### config.mk
export PLATFORM = sky130hd
export DESIGN_NAME = fp_add_pipe
export DESIGN_NICKNAME = d
export VERILOG_FILES = /design/src/rtl/fp_add_pipe.sv
export SDC_FILE = /design/constraint.sdc
export NUM_CORES = 1
export LEC_CHECK = 0
export CAP_MARGIN = 20
export CORE_ASPECT_RATIO = 1.1
export CORE_MARGIN = 2
export CORE_UTILIZATION = 45
export DETAILED_ROUTE_END_ITERATION = 16
export DONT_BUFFER_PORTS = 1
export GPL_ROUTABILITY_DRIVEN = 0
export PLACE_DENSITY = 0.61
export SYNTH_ARGS = -nofsm -noshare
export SYNTH_HDL_FRONTEND = slang
export SYNTH_SLANG_ARGS = --single-unit
### constraint.sdc
create_clock -name clk -period 17.4 [get_ports clk]
set_input_delay 1.74 -clock clk [delete_from_list [all_inputs] [get_ports clk]]
set_output_delay 1.74 -clock clk [all_outputs]
set_load 0.1 [all_outputs]
### src/rtl/fp_add_pipe.sv
// Pipelined floating-point adder/subtractor (align / add / normalise-round) with
// valid/ready backpressure. Denormals flush to zero; rounding is nearest-even.
module fp_add_pipe #(
  parameter int EW = 8,
  parameter int MW = 7
) (
  input  logic          clk,
  input  logic          rst,
  input  logic          valid_i,
  output logic          ready_o,
  input  logic          sub_i,
  input  logic          sa_i,
  input  logic [EW-1:0] ea_i,
  input  logic [MW-1:0] ma_i,
  input  logic          sb_i,
  input  logic [EW-1:0] eb_i,
  input  logic [MW-1:0] mb_i,
  output logic          valid_o,
  input  logic          ready_i,
  output logic          s_o,
  output logic [EW-1:0] e_o,
  output logic [MW-1:0] m_o,
  output logic          of_o,
  output logic          nv_o
);

  localparam int SW = MW + 4;
  localparam int XW = EW + 2;
  localparam logic [EW-1:0] EMAX = '1;
  localparam logic [MW-1:0] QNAN_M = {1'b1, {(MW-1){1'b0}}};
  localparam logic signed [XW-1:0] ONE_X = 1;
  localparam logic signed [XW-1:0] EMAX_X = {2'b00, EMAX};

  typedef struct packed {
    logic          valid;
    logic          sign;
    logic [EW-1:0] e;
    logic [MW-1:0] m;
    logic          nv;
  } specT;

  function automatic int lzc(input logic [SW-1:0] v);
    lzc = SW;
    for (int i = 0; i < SW; i++) begin
      if (v[i]) lzc = SW - 1 - i;
    end
  endfunction

  logic          s1Valid_q, s2Valid_q, s3Valid_q;
  logic          free1, free2, free3;

  logic          s1Sign_d, s1Sign_q;
  logic [EW-1:0] s1Exp_d, s1Exp_q;
  logic [SW-1:0] s1SigA_d, s1SigA_q;
  logic [SW-1:0] s1SigB_d, s1SigB_q;
  logic          s1EffSub_d, s1EffSub_q;
  specT          s1Spec_d, s1Spec_q;

  logic          s2Sign_q;
  logic [EW-1:0] s2Exp_q;
  logic [SW:0]   s2Sum_d, s2Sum_q;
  specT          s2Spec_q;

  logic          s3Sign_d, s3Sign_q;
  logic [EW-1:0] s3Exp_d, s3Exp_q;
  logic [MW-1:0] s3Man_d, s3Man_q;
  logic          s3Of_d, s3Of_q;
  logic          s3Nv_d, s3Nv_q;

  // A stage may take new data when it is empty or its contents move on this cycle.
  always_comb begin
    free3   = !s3Valid_q || ready_i;
    free2   = !s2Valid_q || free3;
    free1   = !s1Valid_q || free2;
    ready_o = free1;
  end

  // Stage 1: classify operands, order by magnitude and align the smaller one.
  logic                 aZero, bZero, aInf, bInf, aNan, bNan, sbEff, swap;
  logic [EW+MW-1:0]     keyA, keyB;
  logic                 bigS, bigZ, smlZ;
  logic [EW-1:0]        bigE, smlE, expDiff, shAmt;
  logic [MW-1:0]        bigM, smlM;
  logic [SW-1:0]        sigSml;
  logic [2*SW-1:0]      wide;

  always_comb begin
    aZero  = (ea_i == '0);
    bZero  = (eb_i == '0);
    aInf   = (ea_i == EMAX) && (ma_i == '0);
    bInf   = (eb_i == EMAX) && (mb_i == '0);
    aNan   = (ea_i == EMAX) && (ma_i != '0);
    bNan   = (eb_i == EMAX) && (mb_i != '0);
    sbEff  = sb_i ^ sub_i;
    keyA   = aZero ? '0 : {ea_i, ma_i};
    keyB   = bZero ? '0 : {eb_i, mb_i};
    swap   = keyB > keyA;

    bigS   = swap ? sbEff : sa_i;
    bigE   = swap ? eb_i  : ea_i;
    bigM   = swap ? mb_i  : ma_i;
    bigZ   = swap ? bZero : aZero;
    smlE   = swap ? ea_i  : eb_i;
    smlM   = swap ? ma_i  : mb_i;
    smlZ   = swap ? aZero : bZero;

    expDiff = bigE - smlE;
    shAmt   = (int'(expDiff) > SW - 1) ? EW'(SW - 1) : expDiff;
    sigSml  = smlZ ? '0 : {1'b1, smlM, 3'b000};
    wide    = {sigSml, {SW{1'b0}}} >> shAmt;

    s1Sign_d   = bigS;
    s1Exp_d    = bigE;
    s1SigA_d   = bigZ ? '0 : {1'b1, bigM, 3'b000};
    s1SigB_d   = {wide[2*SW-1:SW+1], wide[SW] | (|wide[SW-1:0])};
    s1EffSub_d = sa_i ^ sbEff;

    s1Spec_d = '0;
    if (aNan || bNan) begin
      s1Spec_d.valid = 1'b1;
      s1Spec_d.e     = EMAX;
      s1Spec_d.m     = QNAN_M;
    end else if (aInf && bInf && (sa_i != sbEff)) begin
      s1Spec_d.valid = 1'b1;
      s1Spec_d.e     = EMAX;
      s1Spec_d.m     = QNAN_M;
      s1Spec_d.nv    = 1'b1;
    end else if (aInf || bInf) begin
      s1Spec_d.valid = 1'b1;
      s1Spec_d.sign  = aInf ? sa_i : sbEff;
      s1Spec_d.e     = EMAX;
    end else if (aZero && bZero) begin
      // Zero sum of zeros is negative only when both addends are negative.
      s1Spec_d.valid = 1'b1;
      s1Spec_d.sign  = sa_i & sbEff;
    end
  end

  // Stage 2: magnitude add/subtract; ordering guarantees a non-negative result.
  always_comb begin
    if (s1EffSub_q) s2Sum_d = {1'b0, s1SigA_q} - {1'b0, s1SigB_q};
    else            s2Sum_d = {1'b0, s1SigA_q} + {1'b0, s1SigB_q};
  end

  // Stage 3: normalise, round nearest-even, then resolve overflow/underflow/specials.
  logic [SW-1:0]          norm;
  logic signed [XW-1:0]   expAdj, expFin;
  logic                   roundUp;
  logic [MW+1:0]          rounded;
  logic [MW-1:0]          manFin;
  int                     lz;

  always_comb begin
    lz = lzc(s2Sum_q[SW-1:0]);
    if (s2Sum_q[SW]) begin
      norm   = {s2Sum_q[SW:2], s2Sum_q[1] | s2Sum_q[0]};
      expAdj = $signed({2'b00, s2Exp_q}) + ONE_X;
    end else begin
      norm   = s2Sum_q[SW-1:0] << lz;
      expAdj = $signed({2'b00, s2Exp_q}) - XW'(lz);
    end
    roundUp = norm[2] & (norm[3] | norm[1] | norm[0]);
    rounded = {1'b0, norm[SW-1:3]} + {{(MW+1){1'b0}}, roundUp};
    if (rounded[MW+1]) begin
      expFin = expAdj + ONE_X;
      manFin = rounded[MW:1];
    end else begin
      expFin = expAdj;
      manFin = rounded[MW-1:0];
    end

    s3Sign_d = s2Sign_q;
    s3Exp_d  = expFin[EW-1:0];
    s3Man_d  = manFin;
    s3Of_d   = 1'b0;
    s3Nv_d   = 1'b0;
    if (s2Spec_q.valid) begin
      s3Sign_d = s2Spec_q.sign;
      s3Exp_d  = s2Spec_q.e;
      s3Man_d  = s2Spec_q.m;
      s3Nv_d   = s2Spec_q.nv;
    end else if (s2Sum_q == '0) begin
      s3Sign_d = 1'b0;
      s3Exp_d  = '0;
      s3Man_d  = '0;
    end else if (expFin >= EMAX_X) begin
      s3Exp_d  = EMAX;
      s3Man_d  = '0;
      s3Of_d   = 1'b1;
    end else if (expFin < ONE_X) begin
      s3Exp_d  = '0;
      s3Man_d  = '0;
    end
  end

  // Pipeline registers; each stage loads only when it is free and upstream holds data.
  always_ff @(posedge clk) begin
    if (rst) begin
      s1Valid_q  <= 1'b0;
      s2Valid_q  <= 1'b0;
      s3Valid_q  <= 1'b0;
      s1Sign_q   <= 1'b0;
      s1Exp_q    <= '0;
      s1SigA_q   <= '0;
      s1SigB_q   <= '0;
      s1EffSub_q <= 1'b0;
      s1Spec_q   <= '0;
      s2Sign_q   <= 1'b0;
      s2Exp_q    <= '0;
      s2Sum_q    <= '0;
      s2Spec_q   <= '0;
      s3Sign_q   <= 1'b0;
      s3Exp_q    <= '0;
      s3Man_q    <= '0;
      s3Of_q     <= 1'b0;
      s3Nv_q     <= 1'b0;
    end else begin
      if (free1) s1Valid_q <= valid_i;
      if (free1 && valid_i) begin
        s1Sign_q   <= s1Sign_d;
        s1Exp_q    <= s1Exp_d;
        s1SigA_q   <= s1SigA_d;
        s1SigB_q   <= s1SigB_d;
        s1EffSub_q <= s1EffSub_d;
        s1Spec_q   <= s1Spec_d;
      end
      if (free2) s2Valid_q <= s1Valid_q;
      if (free2 && s1Valid_q) begin
        s2Sign_q <= s1Sign_q;
        s2Exp_q  <= s1Exp_q;
        s2Sum_q  <= s2Sum_d;
        s2Spec_q <= s1Spec_q;
      end
      if (free3) s3Valid_q <= s2Valid_q;
      if (free3 && s2Valid_q) begin
        s3Sign_q <= s3Sign_d;
        s3Exp_q  <= s3Exp_d;
        s3Man_q  <= s3Man_d;
        s3Of_q   <= s3Of_d;
        s3Nv_q   <= s3Nv_d;
      end
    end
  end

  assign valid_o = s3Valid_q;
  assign s_o     = s3Sign_q;
  assign e_o     = s3Exp_q;
  assign m_o     = s3Man_q;
  assign of_o    = s3Of_q;
  assign nv_o    = s3Nv_q;

endmodule

# After elaboration in Yosys (flattened, before gate mapping)
# Index checks and enable logic that the tools add are counted.
dict set report word_totals {
  register_bits 110
  inputBits 37
  output_inout_bits 20
  elab_cells 130
}
dict set report op_classes {
  add_sub_neg 7
  magnitude_cmp 4
  n_eq_ne 3
  n_shift 2
  muxes 54
  bitwise_logic 8
  n_reduce_logical 26
}
# operator count
set ops {}
lappend ops {{32-bit 2-to-1 mux} 10}
lappend ops {{8-bit 2-to-1 mux} 10}
lappend ops {{7-bit 2-to-1 mux} 7}
lappend ops {{15-bit 2-to-1 mux} 3}
lappend ops {{11-bit 2-to-1 mux} 3}
lappend ops {{11-bit by 32-bit left shift with 11-bit output} 1}
lappend ops {{22-bit by 8-bit right shift with 22-bit output} 1}
lappend ops {{10-bit 2-to-1 mux} 2}
lappend ops {{8-bit equality test, second input constant} 2}
lappend ops {{8-bit zero test} 2}
lappend ops {{1-bit 2-to-1 mux} 16}
lappend ops {{15-bit > comparator} 1}
lappend ops {{7-bit zero test} 2}
lappend ops {{7-bit nonzero test} 2}
lappend ops {{11-bit by 11-bit adder with 12-bit output} 1}
lappend ops {{12-bit zero test} 1}
lappend ops {{12-bit 2-to-1 mux} 1}
lappend ops {{11-bit by 11-bit subtractor with 12-bit output} 1}
lappend ops {{11-bit OR reduction} 1}
lappend ops {{10-bit by 2-bit adder with 10-bit output, second input constant} 1}
lappend ops {{10-bit by 9-bit greater-or-equal comparator with 1-bit output, second input constant} 1}
lappend ops {{1-bit logical AND} 10}
lappend ops {{10-bit by 2-bit less-than comparator with 1-bit output, second input constant} 1}
lappend ops {{9-bit by 10-bit subtractor with 10-bit output} 1}
lappend ops {{11 further kinds} 23}

# Depth between registers and ports, before layout
dict set report logic_depth {
  word_depth 23
  depth_mapped 23
  mapped_depth_nobuf 20
}

# Worst setup path before layout
# Ideal clock, no wire load.
dict set report synth_path {
  path_kind {input to register}
  start {input port eb_i[1]}
  end {register s1SigB_q[0]}
  setup_time_ns 0.117
  arrival_time_ns 6.664
  t_required_ns 17.283
  path_slack_ns 10.619
  cell_stages 23
  path_buffers 5
  cell_sequence {clkbuf_1 nor4_1 nand2_1 and2_1 ha_1 nand4_1 or4_1 buf_2 a21boi_1 buf_2 clkbuf_1 o221a_2 ha_1 a211oi_2 o221ai_1 and3_1 o22ai_1 buf_2 a21o_1 o2bb2ai_1 o2111ai_1 or3_1 a32o_1}
}
dict set report synth_between {
  elab_chain_cells 10
  word_cells_on_any_way 14
  classes_between {add/sub (1); order compare (2); shift (1); mux (7); bitwise (1); reduce/logical (2)}
}
# element line_no
set synth_lines {}
lappend synth_lines {{from (decl)} 16} ;# input logic [EW-1:0] eb_i,
lappend synth_lines {{8-bit zero test} 89} ;# bZero = (eb_i == '0);
lappend synth_lines {{15-bit 2-to-1 mux} 96} ;# keyB = bZero ? '0 : {eb_i, mb_i};
lappend synth_lines {{15-bit > comparator} 97} ;# swap = keyB > keyA;
lappend synth_lines {{8-bit 2-to-1 mux (on tied branches)} {100, 103}}
lappend synth_lines {{8-bit subtractor} 107} ;# expDiff = bigE - smlE;
lappend synth_lines {{8-bit by 4-bit > comparator with 1-bit output} 108} ;# shAmt = (int'(expDiff) > SW - 1) ? EW'(SW - 1) : expDiff;
lappend synth_lines {{8-bit 2-to-1 mux} 108}
lappend synth_lines {{22-bit by 8-bit right shift with 22-bit output *} 110} ;# wide = {sigSml, {SW{1'b0}}} >> shAmt;
lappend synth_lines {{11-bit OR reduction} 115} ;# s1SigB_d = {wide[2*SW-1:SW+1], wide[SW] | (|wide[SW-1:0])};
lappend synth_lines {{1-bit bitwise OR *} 115}
lappend synth_lines {{to (signal assigned)} 223} ;# s1SigB_q <= s1SigB_d;
lappend synth_lines {{to (decl)} 55} ;# logic [SW-1:0] s1SigB_d, s1SigB_q;
# Every way passes the cells marked *; elsewhere a longest branch is shown, timed or not.
# A chain may end at the register's enable or synchronous reset.

# Worst setup path in the final report
dict set report layout_path {
  start {input port eb_i[6]}
  end {register s1SigB_q[0]}
}
# Same word-level chain as after synthesis.

==> impl_metrics.yaml <==
placement:
  place.detailed.hpwl_um: 14700
  numPlacedInstances: 1106
  dp_slack_ns: 10.01
  count_of_buffers_inserted_at_the_top_level_ports: 0
power:
  pwr_density_cell_nw_per_um2: 99.2
  total_leakage_power_nw: 2.75
  vdd_drop_max_v: 0.0000546
global_routing:
  globalRoute.totalOverflow: 0
  antenna_found_initial: 0
  grt_max_degree: 80
  grt_first_pass_wirelength_um: 31700
  global_route.usage.total_pct: 23.8
  first_global_vias: 6336
logic_synthesis:
  synthTopCellsByArea: "sky130_fd_sc_hd__dfxtp_1 (23%), sky130_fd_sc_hd__nand2_1 (7.1%), sky130_fd_sc_hd__ha_1 (5.9%), sky130_fd_sc_hd__nor2_1 (5.9%), sky130_fd_sc_hd__a21oi_1 (5.9%)"
  yosys_warnings: 0
  syn-cell-area_um2: 6990
  asyncSetResetFlopFracSynth_pct: 0
  netlist-cell-type-count: 87
  synth_seq_cells: 81
  synthFlopType: "sky130_fd_sc_hd__dfxtp_1"
  postSynthNetCount: 1034
  synth_top_area_share_pct: 23.2
  synth_most_common_cell: "sky130_fd_sc_hd__nand2_1"
  ys_seq_area_share_pct: 23.2
  synth_top_cells_by_count: "sky130_fd_sc_hd__nand2_1 (132), sky130_fd_sc_hd__nor2_1 (110), sky130_fd_sc_hd__a21oi_1 (82)"
  synthCells: 963
  synth_enable_flop_cells: 0
  synth.largest_area_cell: "sky130_fd_sc_hd__dfxtp_1"
  post_synth.cell_area_avg_um2: 7.26
detailed_routing:
  drtAntennaViolNets: 0
  drtPass1Iterations: 5
  detail_route.drc_violations: 0
  avgViaCountPerCell: 6.03
  drt_wl_total_um: 19100
  drt_first_iter_violations: 575
  route.detailed.wl_per_inst_um: 17.1
  vias: 6770
timing:
  min_period_ns: 7.06
  final-hold-violation-count: 0
  timing.final.setup_violations: 0
  rsz0062_at_grt: "false"
  post-route-period-util_pct: 40.6
  clock_tree_skew_after_final_layout_ns: 0.00846
  postLayoutSetupSlackWorst_ns: 10.34
  clock.fmax_mhz: 142
  slew_viol_final: 0
  worstMarginPinSlew_ns: 1.09
  totalNegativeSetupSlack_ns: 0
  relSlewSlack_pct: 27.1
clock_network:
  postCtsSetupRepairBufs: 0
  cell_at_the_root_of_the_clock_tree: "sky130_fd_sc_hd__clkbuf_16"
  cts-buffers-inserted: 9
  clk_transition_reported_paths_ns: 0.06
  clock_tree.buffer_depth: 2
  clock_insertion_delay_worst_skew_ns: 0.34
  clock_sink_total: 81
  cts_resized: 0
  tritoncts: "yes"
  post_cts_hold_buffer_count: 0
  clock_tree.htree_level_count: 3
critical_path:
  crit_family: "simple AND/OR/NAND/NOR gates"
  r2r-start: "s2Sum_q[4]"
  worst_setup_path_start_kind: "input port"
  path_depth: 19
  critical-path-max-stage-delay_ns: 0.71
  critical_path_arrival_ns: 7.29
  critical_path.startpoint: "eb_i[6]"
  cp-end-kind: "flop"
  critical_path.cell_chain: "nor4_1 > nand2_1 > and2_1 > ha_1 > nand4_1 > or4_1 > a21boi_2 > buf_4 > o221a_2 > ha_1 > a211oi_2 > xnor2_1 > buf_4 > a31o_1 > nor2_2 > mux2_1 > a2bb2oi_1 > or3_1 > a32o_1"
  crit_path_max_fanout: 30
  timing_worst_setup_path_type: "input port to flop"
  reg2reg_setup_slack_ns: 12.16
  worst_r2r_endpoint: "m_o[3]"
  rr_worst_depth: 18
  critPathRequiredTime_ns: 17.63
  endpoint: "s1SigB_q[0]"
  crit_slowest_cell: "sky130_fd_sc_hd__or4_1"
  worst-path-buf-inv: 2
cells_and_area:
  stdcell_count: 1122
  antenna_cells_inserted: 0
  seqCellArea_um2: 1620
  nNetsFinal: 992
  post_route_cells_drive_above_1_share_pct: 6.16
  multi_input_comb_area_um2: 5030
  utilization_pct: 48.9
  fillCellCount: 1550
  area_delta_synth_final_pct: 5.65
floorplan:
  design.portCount: 57
  floorplan.core_area_um2: 15100
  floorplan.initialDensity_pct: 46.3
  die_h_um: 135
  number_of_cell_rows: 47
  die_w_um: 123
  area_of_the_die_um2: 16600
run:
  max_cap_viol_count: 0
hold_path:
  hp_class: "flop to flop"
status:
  run_status: "finished, final reports clean"
==> worst register-to-register path, cell delays in order (launching register included) <==
cell,delay (ns)
sky130_fd_sc_hd__dfxtp_1,0.54
sky130_fd_sc_hd__inv_1,0.14
sky130_fd_sc_hd__a311oi_2,0.31
sky130_fd_sc_hd__nor3_1,0.14
sky130_fd_sc_hd__nor3_4,0.41
sky130_fd_sc_hd__inv_2,0.14
sky130_fd_sc_hd__fa_1,0.45
sky130_fd_sc_hd__a21o_1,0.17
sky130_fd_sc_hd__a211o_1,0.32
sky130_fd_sc_hd__nor3_1,0.14
sky130_fd_sc_hd__a31oi_1,0.07
sky130_fd_sc_hd__xnor2_1,0.52
sky130_fd_sc_hd__nand2_1,0.23
sky130_fd_sc_hd__nor2_1,0.14
sky130_fd_sc_hd__nand4_1,0.12
sky130_fd_sc_hd__xnor2_1,0.28
sky130_fd_sc_hd__o41ai_4,0.16
sky130_fd_sc_hd__nor4_2,0.64
sky130_fd_sc_hd__a32o_1,0.27
==> final cells by class <==
| class | count | area share (%) |
|---|---|---|
| Multi-Input combinational cell | 790 | 68.1 |
| Sequential cell | 81 | 21.9 |
| Tap cell | 196 | 3.32 |
| Clock buffer | 10 | 3.23 |
| Inverter | 31 | 1.57 |
| Clock inverter | 6 | 0.982 |
| Timing Repair Buffer | 8 | 0.813 |
==> worst min path at each step <==
| stage | from | endpoint | slack [ns] | cells after the start |
|---|---|---|---|---|
| after floorplan | s1Spec_q[16] | s2Spec_q[16] | 0.43 | 2 |
| after global routing | s2Spec_q[7] | s2Spec_q[7] | 0.47 | 2 |
| final | s1Exp_q[2] | s2Exp_q[2] | 0.46 | 2 |
| after detailed placement | s2Spec_q[14] | s2Spec_q[14] | 0.45 | 2 |
| after CTS | s2Spec_q[14] | s2Spec_q[14] | 0.46 | 2 |
| after global placement | s1Exp_q[3] | s2Exp_q[3] | 0.44 | 2 |
==> flip-flops by register name, indices dropped and copies added (netlist names) <==
signal	cells
of_o	1
s2Exp_q	8
s2Spec_q	5
m_o	7
s1SigB_q	11
e_o	8
s2Valid_q	1
s1EffSub_q	1
s1Sign_q	1
valid_o	1
s2Sign_q	1
s1Valid_q	1
s_o	1
nv_o	1
s1Spec_q	5
s2Sum_q	12
s1SigA_q	8
s1Exp_q	8
==> metrics by stage <==
step,hold slack (ns),power [mW],area [um2]
finish,0.456,0.733,7390
floorplan,0.431,0.478,6990
detailed placement,0.445,0.534,7080
global placement,0.437,0.534,7080
global route,0.475,0.783,7390
CTS,0.456,0.737,7390
==> where the power goes <==
part,internal [mW],switching [mW]
combinational,0.122,0.188
clock,0.117,0.0824
sequential,0.196,0.0272
total,0.435,0.298
==> cell families after synthesis <==
group / Yosys count / share of synthesized area (%)
buf+inv: 92 / 5.10
simple gates: 403 / 27.3
compound gates: 277 / 28.2
flops: 81 / 23.2
xor+xnor: 56 / 7.01
fa+ha+maj: 34 / 6.19
mux: 20 / 3.04
==> routing by layer <==
layer  routed length, um  vias to the layer above  track usage (%)
met5                   0                        -                0
met4                 687                        0             10.9
met3                 795                       38             3.42
met2                9230                      193             40.3
met1                8430                     3110             29.5
li1                    -                     3429                -
==> cell usage in the layout (no fill, tap or decap), types with 18 or more instances in the layout <==
cell type	count
sky130_fd_sc_hd__inv_1	30
sky130_fd_sc_hd__a211oi_1	20
sky130_fd_sc_hd__xnor2_1	40
sky130_fd_sc_hd__ha_1	33
sky130_fd_sc_hd__nand2_1	132
sky130_fd_sc_hd__nor2_1	110
sky130_fd_sc_hd__nand3_1	20
sky130_fd_sc_hd__dfxtp_1	81
sky130_fd_sc_hd__a21oi_1	82
sky130_fd_sc_hd__a21o_1	18
sky130_fd_sc_hd__nor3_1	30
sky130_fd_sc_hd__o21ai_0	26
No activity file was read; power rests on OpenSTA's default activity.
